## config.mk

```make
export PLATFORM = sky130hd
export DESIGN_NAME = four_req_rr_arbiter
export DESIGN_NICKNAME = d
export VERILOG_FILES = /design/src/rtl/four_req_rr_arbiter_pkg.sv /design/src/rtl/four_req_rr_arbiter_rr_pick4.sv /design/src/rtl/four_req_rr_arbiter.sv
export SDC_FILE = /design/constraint.sdc
export NUM_CORES = 1
export LEC_CHECK = 0
export ABC_AREA = 1
export CAP_MARGIN = 20
export CORE_MARGIN = 2
export CORE_UTILIZATION = 50
export CTS_CLUSTER_SIZE = 12
export DETAILED_ROUTE_END_ITERATION = 12
export HOLD_SLACK_MARGIN = 0.15
export PLACE_DENSITY_LB_ADDON = 0.3
export SLEW_MARGIN = 20
export SYNTH_ARGS = -nofsm -noshare
export SYNTH_HDL_FRONTEND = slang
export SYNTH_SLANG_ARGS = --single-unit
export TNS_END_PERCENT = 20
```

## constraint.sdc

```tcl
create_clock -name clk -period 5.75 [get_ports clk]
set_input_delay 1.15 -clock clk [delete_from_list [all_inputs] [get_ports clk]]
set_output_delay 1.15 -clock clk [all_outputs]
set_load 0.03 [all_outputs]
```

## src/rtl/four_req_rr_arbiter_pkg.sv

```systemverilog
// Shared definitions for the four-requester round-robin arbiter.
package four_req_rr_arbiter_pkg;

  typedef enum logic {
    ST_IDLE  = 1'b0,
    ST_GRANT = 1'b1
  } arb_state_t;

  localparam logic [1:0] REQ_A = 2'd0;
  localparam logic [1:0] REQ_B = 2'd1;
  localparam logic [1:0] REQ_C = 2'd2;
  localparam logic [1:0] REQ_D = 2'd3;

  // One-hot vector for requester index i.
  function automatic logic [3:0] onehot4(input logic [1:0] i);
    return 4'b0001 << i;
  endfunction

endpackage

```

## src/rtl/four_req_rr_arbiter_rr_pick4.sv

```systemverilog
// Combinational round-robin picker: first eligible request at or after ptr,
// wrapping modulo 4. mask removes requesters from consideration.
module rr_pick4 (
  input  logic [3:0] req,
  input  logic [1:0] ptr,
  input  logic [3:0] mask,
  output logic       found,
  output logic [1:0] idx
);

  logic [3:0] elig;
  logic [1:0] cand;

  assign elig = req & ~mask;

  // Walk offsets from farthest to nearest so the nearest eligible one wins.
  always_comb begin
    found = 1'b0;
    idx   = ptr;
    cand  = ptr;
    for (int i = 3; i >= 0; i--) begin
      cand = ptr + 2'(i);
      if (elig[cand]) begin
        found = 1'b1;
        idx   = cand;
      end
    end
  end

endmodule

```

## src/rtl/four_req_rr_arbiter.sv

```systemverilog
// Four-requester round-robin arbiter with registered one-hot grant and a
// bounded hold time. The owner keeps the grant while requesting, but is
// forced off after HOLD_MAX cycles if anyone else is waiting.
module four_req_rr_arbiter
  import four_req_rr_arbiter_pkg::*;
#(
  parameter int HOLD_MAX = 8,
  parameter int CNT_W    = 8
) (
  input  logic       clk,
  input  logic       rst_n,
  input  logic [3:0] req,
  output logic [3:0] gnt,
  output logic [1:0] gnt_id,
  output logic       busy,
  output logic       any_req,
  output logic       timeout
);

  localparam logic [CNT_W-1:0] HOLD_LAST = CNT_W'(HOLD_MAX - 1);

  arb_state_t       state_q, state_d;
  logic [1:0]       ptr_q, ptr_d;
  logic [CNT_W-1:0] cnt_q, cnt_d;
  logic [3:0]       gnt_q, gnt_d;
  logic [1:0]       gnt_id_q, gnt_id_d;
  logic             busy_q, busy_d;
  logic             timeout_q, timeout_d;

  logic [3:0] pick_mask;
  logic       pick_found;
  logic [1:0] pick_idx;
  logic       own_req;
  logic       hold_last;
  logic       load;

  assign any_req   = |req;
  assign own_req   = req[gnt_id_q];
  assign hold_last = (cnt_q == HOLD_LAST);

  // While granted the owner is always excluded: on release its bit is already
  // clear, and on a forced rotation it must not win again.
  assign pick_mask = (state_q == ST_GRANT) ? onehot4(gnt_id_q) : 4'b0000;

  rr_pick4 u_pick (
    .req   (req),
    .ptr   (ptr_q),
    .mask  (pick_mask),
    .found (pick_found),
    .idx   (pick_idx)
  );

  // Next-state and output decode; a new grant is applied through 'load'.
  always_comb begin
    state_d   = state_q;
    ptr_d     = ptr_q;
    cnt_d     = cnt_q;
    gnt_d     = gnt_q;
    gnt_id_d  = gnt_id_q;
    busy_d    = busy_q;
    timeout_d = 1'b0;
    load      = 1'b0;

    case (state_q)
      ST_IDLE: begin
        if (pick_found) load = 1'b1;
      end
      ST_GRANT: begin
        if (!own_req) begin
          if (pick_found) begin
            load = 1'b1;
          end else begin
            gnt_d   = 4'b0000;
            busy_d  = 1'b0;
            state_d = ST_IDLE;
          end
        end else if (!hold_last) begin
          cnt_d = cnt_q + CNT_W'(1);
        end else if (pick_found) begin
          load      = 1'b1;
          timeout_d = 1'b1;
        end else begin
          // Lone holder: restart the hold window, no rotation.
          cnt_d = '0;
        end
      end
      default: begin
        gnt_d   = 4'b0000;
        busy_d  = 1'b0;
        state_d = ST_IDLE;
      end
    endcase

    if (load) begin
      gnt_d    = onehot4(pick_idx);
      gnt_id_d = pick_idx;
      busy_d   = 1'b1;
      ptr_d    = pick_idx + 2'd1;
      cnt_d    = '0;
      state_d  = ST_GRANT;
    end
  end

  // State, pointer, counter and output registers; reset clears grant at once.
  always_ff @(posedge clk or negedge rst_n) begin
    if (!rst_n) begin
      state_q   <= ST_IDLE;
      ptr_q     <= REQ_A;
      cnt_q     <= '0;
      gnt_q     <= 4'b0000;
      gnt_id_q  <= REQ_A;
      busy_q    <= 1'b0;
      timeout_q <= 1'b0;
    end else begin
      state_q   <= state_d;
      ptr_q     <= ptr_d;
      cnt_q     <= cnt_d;
      gnt_q     <= gnt_d;
      gnt_id_q  <= gnt_id_d;
      busy_q    <= busy_d;
      timeout_q <= timeout_d;
    end
  end

  assign gnt     = gnt_q;
  assign gnt_id  = gnt_id_q;
  assign busy    = busy_q;
  assign timeout = timeout_q;

endmodule

```

==> flow_summary_export.csv, run 1 <==
group,metric,value,unit
final_layout,drive_above_1_share,10.06,%
worst_setup_path,crit_type,"input pin to output port",
floorplan,dieWidth,52.81,microns
pwr,pwr-share-seq,25.2,%
synth,yosysUniqueCellTypes,27,
final_layout,nNetsFinal,181,
pwr,p_switching,468.3,uW
clocking,cts_max_path_buffers,2,
pwr,power_frac_clock,7.7,%
clocking,clk_latency,0.30,ns
pwr,powerDensity,632.7,nW/um^2
timing,skew,0.003650,ns
grt,antenna_found_initial,0,
final_layout,area_delta_synth_final,16.28,%
timing,fin_crit,3.935,ns
final_layout,most-common-layout-cells,"45 x nand2_1, 25 x nand3_1, 19 x dfrtp_1, 14 x clkdlybuf4s50_1, 12 x inv_1",
worst_setup_path,critPathSlowestCell,"clkdlybuf4s50_1",
drt,vias_per_cell,5.401,
grt,grt_pass1_vias,1073,
clocking,htreeDepth,1,
synth,synth_area_per_cell,7.836,sq um
grt,grt_util_all_layers,21.78,%
clocking,hold_buffers,0,
timing,drv_slew,0,
floorplan,start_util,53.33,%
worst_setup_path,critical_path.max_fanout,4,
clocking,cts_setup_buffers,0,
pwr,p_leak,0.0006737,uW
pwr,irDropWorstVdd,0.4075,mV
floorplan,std_cell_rows,17,
timing,worst_slew_pin_slew,0.8367,ns
timing,fin_crit_sh,68.44,%
hold_path,hp-start,"gnt[0]$_DFFE_PN0P_",
worst_setup_path,cp_common_cell,"clkdlybuf4s50_1",
pwr,comb_power_share,67.1,%
drt,firstDrtPassIters,4,
worst_setup_path,ff2ff_setup_slack,3.65,ns
worst_setup_path,start_kind,"input pin",
timing,tns,0,ns
synth,syn_area,1191,sq um
worst_setup_path,crit_arrival,2.79,ns
synth,synth_warnings,0,
worst_setup_path,end_kind,"output port",
drt,wl_per_cell,12.65,microns
worst_setup_path,critPathRequiredTime,4.60,ns
timing,hold_violations,0,
drt,via_count,1064,
grt,grt_pass1_wl,4498,microns
hold_path,hp-class,"register to register",
placement,place.port_buffers,14,
synth,yosysSeqAreaShare,39.92,%
floorplan,die_h,52.81,microns
synth,ys_ff_latch,19,
final_layout,final_common_cell,"nand2_1",
clocking,cts-resized-gates,0,
floorplan,io_pins,15,
clocking,cts.sinks,19,
outcome,outcome,"complete, no violations",
pwr,sw_frac_of_total,53.44,%
grt,grt_max_degree,20,
timing,relSlewSlack,44.05,%
worst_setup_path,cp_cell_sequence,"clkdlybuf4s50_1 -> nor4_1 -> inv_1 -> clkdlybuf4s50_1",
drt,wirelength,2492,microns
worst_setup_path,critical_path.startpoint,"req[0]",
placement,dp_hpwl,1924,microns
drt,drtAntennaViolNets,0,
job,maxCapViolCount,0,
floorplan,core_area,2233,sq um
synth,syn-num-nets,163,
clocking,cts_made_buffers,3,
drt,drtIter0Drc,26,
timing,rsz0062_at_grt,"false",
timing,whs,0.5062,ns
final_layout,antennaDiodeCount,0,
floorplan,dieArea,2789,sq um
clocking,clkTransAtPathRegs,0.10,ns
drt,drc,0,
timing,timing.fmax,254.1,MHz
pwr,power.internal,408.0,uW
grt,grt_overflow,0,
synth,synthCells,152,
timing,setup_violations,0,
placement,globalplace.congestion,0.7776,
worst_setup_path,r2r_start,"ptr_q[0]$_DFFE_PN0P_",
clocking,root_buffer,"clkbuf_4",
worst_setup_path,cpPeakStageDelay,0.60,ns
clocking,tritoncts,"done",
final cells by class:
| class | instances | area, sq um |
|---|---|---|
| Fill cell | 218 | 848.3 |
| Multi-Input combinational cell | 115 | 644.4 |
| Sequential cell | 19 | 475.5 |
| Timing Repair Buffer | 14 | 140.1 |
| Inverter | 17 | 63.81 |
| Tap cell | 28 | 35.03 |
| Clock buffer | 4 | 26.28 |
power groups by stage:
stage / clock [uW] / sequential [uW] / combinational, uW
CTS: 70.7 / 220 / 591
finish: 67.8 / 221 / 588
global route: 74.6 / 228 / 673
detailed placement: 0 / 223 / 586
global placement: 0 / 222 / 564
floorplan: 0 / 242 / 432
synth_stat cells (all sizes together):
cell type,n,area share [%]
nor4,2,1.1
nand3b,2,1.3
ha,5,5.3
dfrtp,19,40
and3b,1,0.74
nand4,1,0.53
inv,16,5.0
o21ai,5,2.4
clkinv,1,0.31
xor2,6,4.4
o22ai,5,2.6
nand3,26,11
nand2,49,17
xnor2,1,0.74
nor2,7,3.0
nor3,2,0.84
a21oi,3,3.2
buf,1,0.63
final timing paths:
kind | to | depth (start not counted)
setup / recovery | any_req | 4
hold / removal | gnt[0]$_DFFE_PN0P_ | 2
setup reg to reg | ptr_q[1]$_DFFE_PN0P_ | 11
hold reg to reg | gnt[0]$_DFFE_PN0P_ | 2
max in group asynchronous | gnt[0]$_DFFE_PN0P_ | 1
min in group asynchronous | cnt_q[0]$_DFFE_PN0P_ | 1
state kept, by name, summed over array words and instances, names as in the netlist:
signal / cells
timeout: 1
state_q: 1
gnt_id: 2
ptr_q: 2
gnt: 4
busy: 1
cnt_q: 8
logic make-up (layout without fill, tap and decap cells):
| logic type | count (synthesis) | count (layout) | synth area share, % |
|---|---|---|---|
| xor+xnor | 7 | 7 | 5.147 |
| flops | 19 | 19 | 39.92 |
| compound gates | 13 | 13 | 8.192 |
| buf+inv | 18 | 35 | 5.987 |
| simple gates | 90 | 90 | 35.50 |
| fa+ha+maj | 5 | 5 | 5.252 |
worst max-delay path: cells and delay by family:
kind | cells | cell delay, ns
and+or+nand+nor | 1 | 0.48
buffers and inverters | 3 | 1.14
routing by layer:
metal	part of all wire, %	global-route usage (%)	up-vias
met5	0	0	-
met4	1.9	6.410	0
met3	5.2	2.857	7
met2	46	36.88	37
met1	47	28.88	484
li1	-	-	536
per-stage QoR:
| step | utilization [%] | setup WS, ns | instance area (sq um) | cells | power [uW] |
|---|---|---|---|---|---|
| after floorplan | - | 2.808 | 1191 | 152 | 673.6 |
| after global placement | 60.84 | 1.817 | 1359 | 193 | 786.3 |
| after detailed placement | 60.84 | 1.807 | 1359 | 193 | 808.8 |
| after CTS | 62.02 | 1.804 | 1385 | 197 | 881.7 |
| after global routing | 62.02 | 1.690 | 1385 | 197 | 974.8 |
| final | 62.02 | 1.815 | 1385 | 197 | 876.3 |
Power figures use the tool's default switching activity.
==> run 2: changes to the inputs <==
==> constraint.sdc (replaced) <==
create_clock -name clk -period 4.1 [get_ports clk]
set_input_delay 0.82 -clock clk [delete_from_list [all_inputs] [get_ports clk]]
set_output_delay 0.82 -clock clk [all_outputs]
set_load 0.03 [all_outputs]
==> flow_summary_export.csv, run 2 (synthesis results as in run 1) <==
group,metric,value,unit
outcome,outcome,"complete, no violations",
drt,via_count,1058,
drt,firstDrtPassIters,4,
clocking,cts_made_buffers,3,
worst_setup_path,crit_arrival,2.46,ns
placement,placedInstanceArea,1359,sq um
grt,grt_overflow,0,
floorplan,dieArea,2789,sq um
grt,antenna_found_initial,0,
pwr,power.internal,571.9,uW
grt,grt_pass1_vias,1050,
clocking,clk_latency,0.30,ns
clocking,root_buffer,"clkbuf_4",
timing,worst_slew_pin_slew,0.8313,ns
pwr,sw_frac_of_total,53.78,%
placement,dp_hpwl,1951,microns
final_layout,largest_register_ffs,8,
drt,drtIter0Drc,25,
worst_setup_path,r2r_cells,11,
placement,place.port_buffers,14,
worst_setup_path,start_kind,"input pin",
floorplan,std_cell_rows,17,
floorplan,core_area,2233,sq um
pwr,power_frac_clock,7.9,%
worst_setup_path,r2r_start,"ptr_q[0]$_DFFE_PN0P_",
clocking,clkTransAtPathRegs,0.11,ns
timing,hold_violations,0,
clocking,tritoncts,"done",
floorplan,die_h,52.81,microns
timing,tns,0,ns
final_layout,nNetsFinal,181,
final_layout,fill_cells,203,
worst_setup_path,end_kind,"output port",
drt,drtAntennaViolNets,0,
worst_setup_path,crit_type,"input pin to output port",
clocking,htreeDepth,1,
final_layout,antennaDiodeCount,0,
pwr,comb_power_share,67.1,%
timing,fin_crit_sh,80.00,%
clocking,hold_buffers,0,
timing,fin_crit,3.280,ns
worst_setup_path,critical_path.startpoint,"req[0]",
clocking,cts.sinks,19,
timing,skew,0.003582,ns
floorplan,io_pins,15,
pwr,p_leak,0.0006737,uW
clocking,cts-resized-gates,0,
timing,whs,0.5092,ns
worst_setup_path,critPathRequiredTime,3.28,ns
floorplan,dieWidth,52.81,microns
floorplan,start_util,53.33,%
worst_setup_path,critical_path.max_fanout,4,
job,maxCapViolCount,0,
clocking,cts_setup_buffers,0,
drt,drc,0,
pwr,pwr-share-seq,25.1,%
pwr,irDropWorstVdd,0.5974,mV
final_layout,most-common-layout-cells,"45 x nand2_1, 25 x nand3_1, 19 x dfrtp_1, 14 x clkdlybuf4s50_1, 12 x inv_1",
drt,wirelength,2598,microns
placement,globalplace.congestion,0.7780,
drt,vias_per_cell,5.371,
grt,grt_max_degree,20,
final_layout,area_delta_synth_final,16.28,%
timing,rsz0062_at_grt,"false",
final_layout,fin_area,1385,sq um
timing,relSlewSlack,44.40,%
grt,grt_util_all_layers,22.11,%
pwr,p_switching,665.6,uW
timing,drv_slew,0,
grt,grt_pass1_wl,4485,microns
drt,wl_per_cell,13.19,microns
hold_path,hp-class,"register to register",
worst_setup_path,endpoint,"any_req",
clocking,cts_max_path_buffers,2,
pwr,p_total,1238,uW
final_layout,drive_above_1_share,10.06,%
final_layout,final_common_cell,"nand2_1",
worst_setup_path,reg2reg_to,"ptr_q[1]$_DFFE_PN0P_",
worst_setup_path,ff2ff_setup_slack,1.99,ns
timing,setup_violations,0,
timing,timing.fmax,304.9,MHz
pwr,powerDensity,893.5,nW/um^2
final_layout,regMostFlops,"cnt_q",
==> run 2: how the worst min path moves through the flow <==
stage / start / end / slack, ns / depth (start not counted)
after floorplan: cnt_q[1]$_DFFE_PN0P_ / cnt_q[1]$_DFFE_PN0P_ / 0.47 / 2
after global placement: busy$_DFFE_PN0P_ / busy$_DFFE_PN0P_ / 0.47 / 2
after detailed placement: gnt[0]$_DFFE_PN0P_ / gnt[0]$_DFFE_PN0P_ / 0.49 / 2
after CTS: gnt[3]$_DFFE_PN0P_ / gnt[3]$_DFFE_PN0P_ / 0.51 / 2
after global routing: gnt[3]$_DFFE_PN0P_ / gnt[3]$_DFFE_PN0P_ / 0.53 / 2
final: gnt[0]$_DFFE_PN0P_ / gnt[0]$_DFFE_PN0P_ / 0.51 / 2
==> run 2: power by group through the flow <==
| stage | Clock, uW | Sequential [uW] | Combinational [uW] |
|---|---|---|---|
| floorplan | 0 | 339 | 605 |
| global placement | 0 | 311 | 791 |
| detailed placement | 0 | 313 | 823 |
| CTS | 99.0 | 309 | 831 |
| global route | 103 | 319 | 939 |
| finish | 97.5 | 310 | 830 |
==> run 2: final cells by class <==
cell class                      count  area [sq um]  area share, %
Clock buffer                        4         26.28          1.897
Inverter                           17         63.81          4.607
Multi-Input combinational cell    115         644.4          46.52
Sequential cell                    19         475.5          34.33
Tap cell                           28         35.03          2.529
Timing Repair Buffer               14         140.1          10.12
==> run 2: stage by stage <==
stage,cells,utilization (%),setup slack [ns]
floorplan,152,-,1.818
global placement,193,60.84,0.8273
detailed placement,193,60.84,0.8292
CTS,197,62.02,0.8191
global route,197,62.02,0.6820
finish,197,62.02,0.8201
==> run 2: layer usage <==
layer	track usage [%]	share of wire, %	vias to the layer above
li1	-	-	532
met1	27.50	47	494
met2	38.75	47	26
met3	2.286	4.0	6
met4	8.974	1.6	0
met5	0	0	-
==> run 2: worst max-delay path, stage by stage <==
cell and delay [ns]:
clkdlybuf4s50_1 0.47, nor4_1 0.49, inv_1 0.07, clkdlybuf4s50_1 0.60
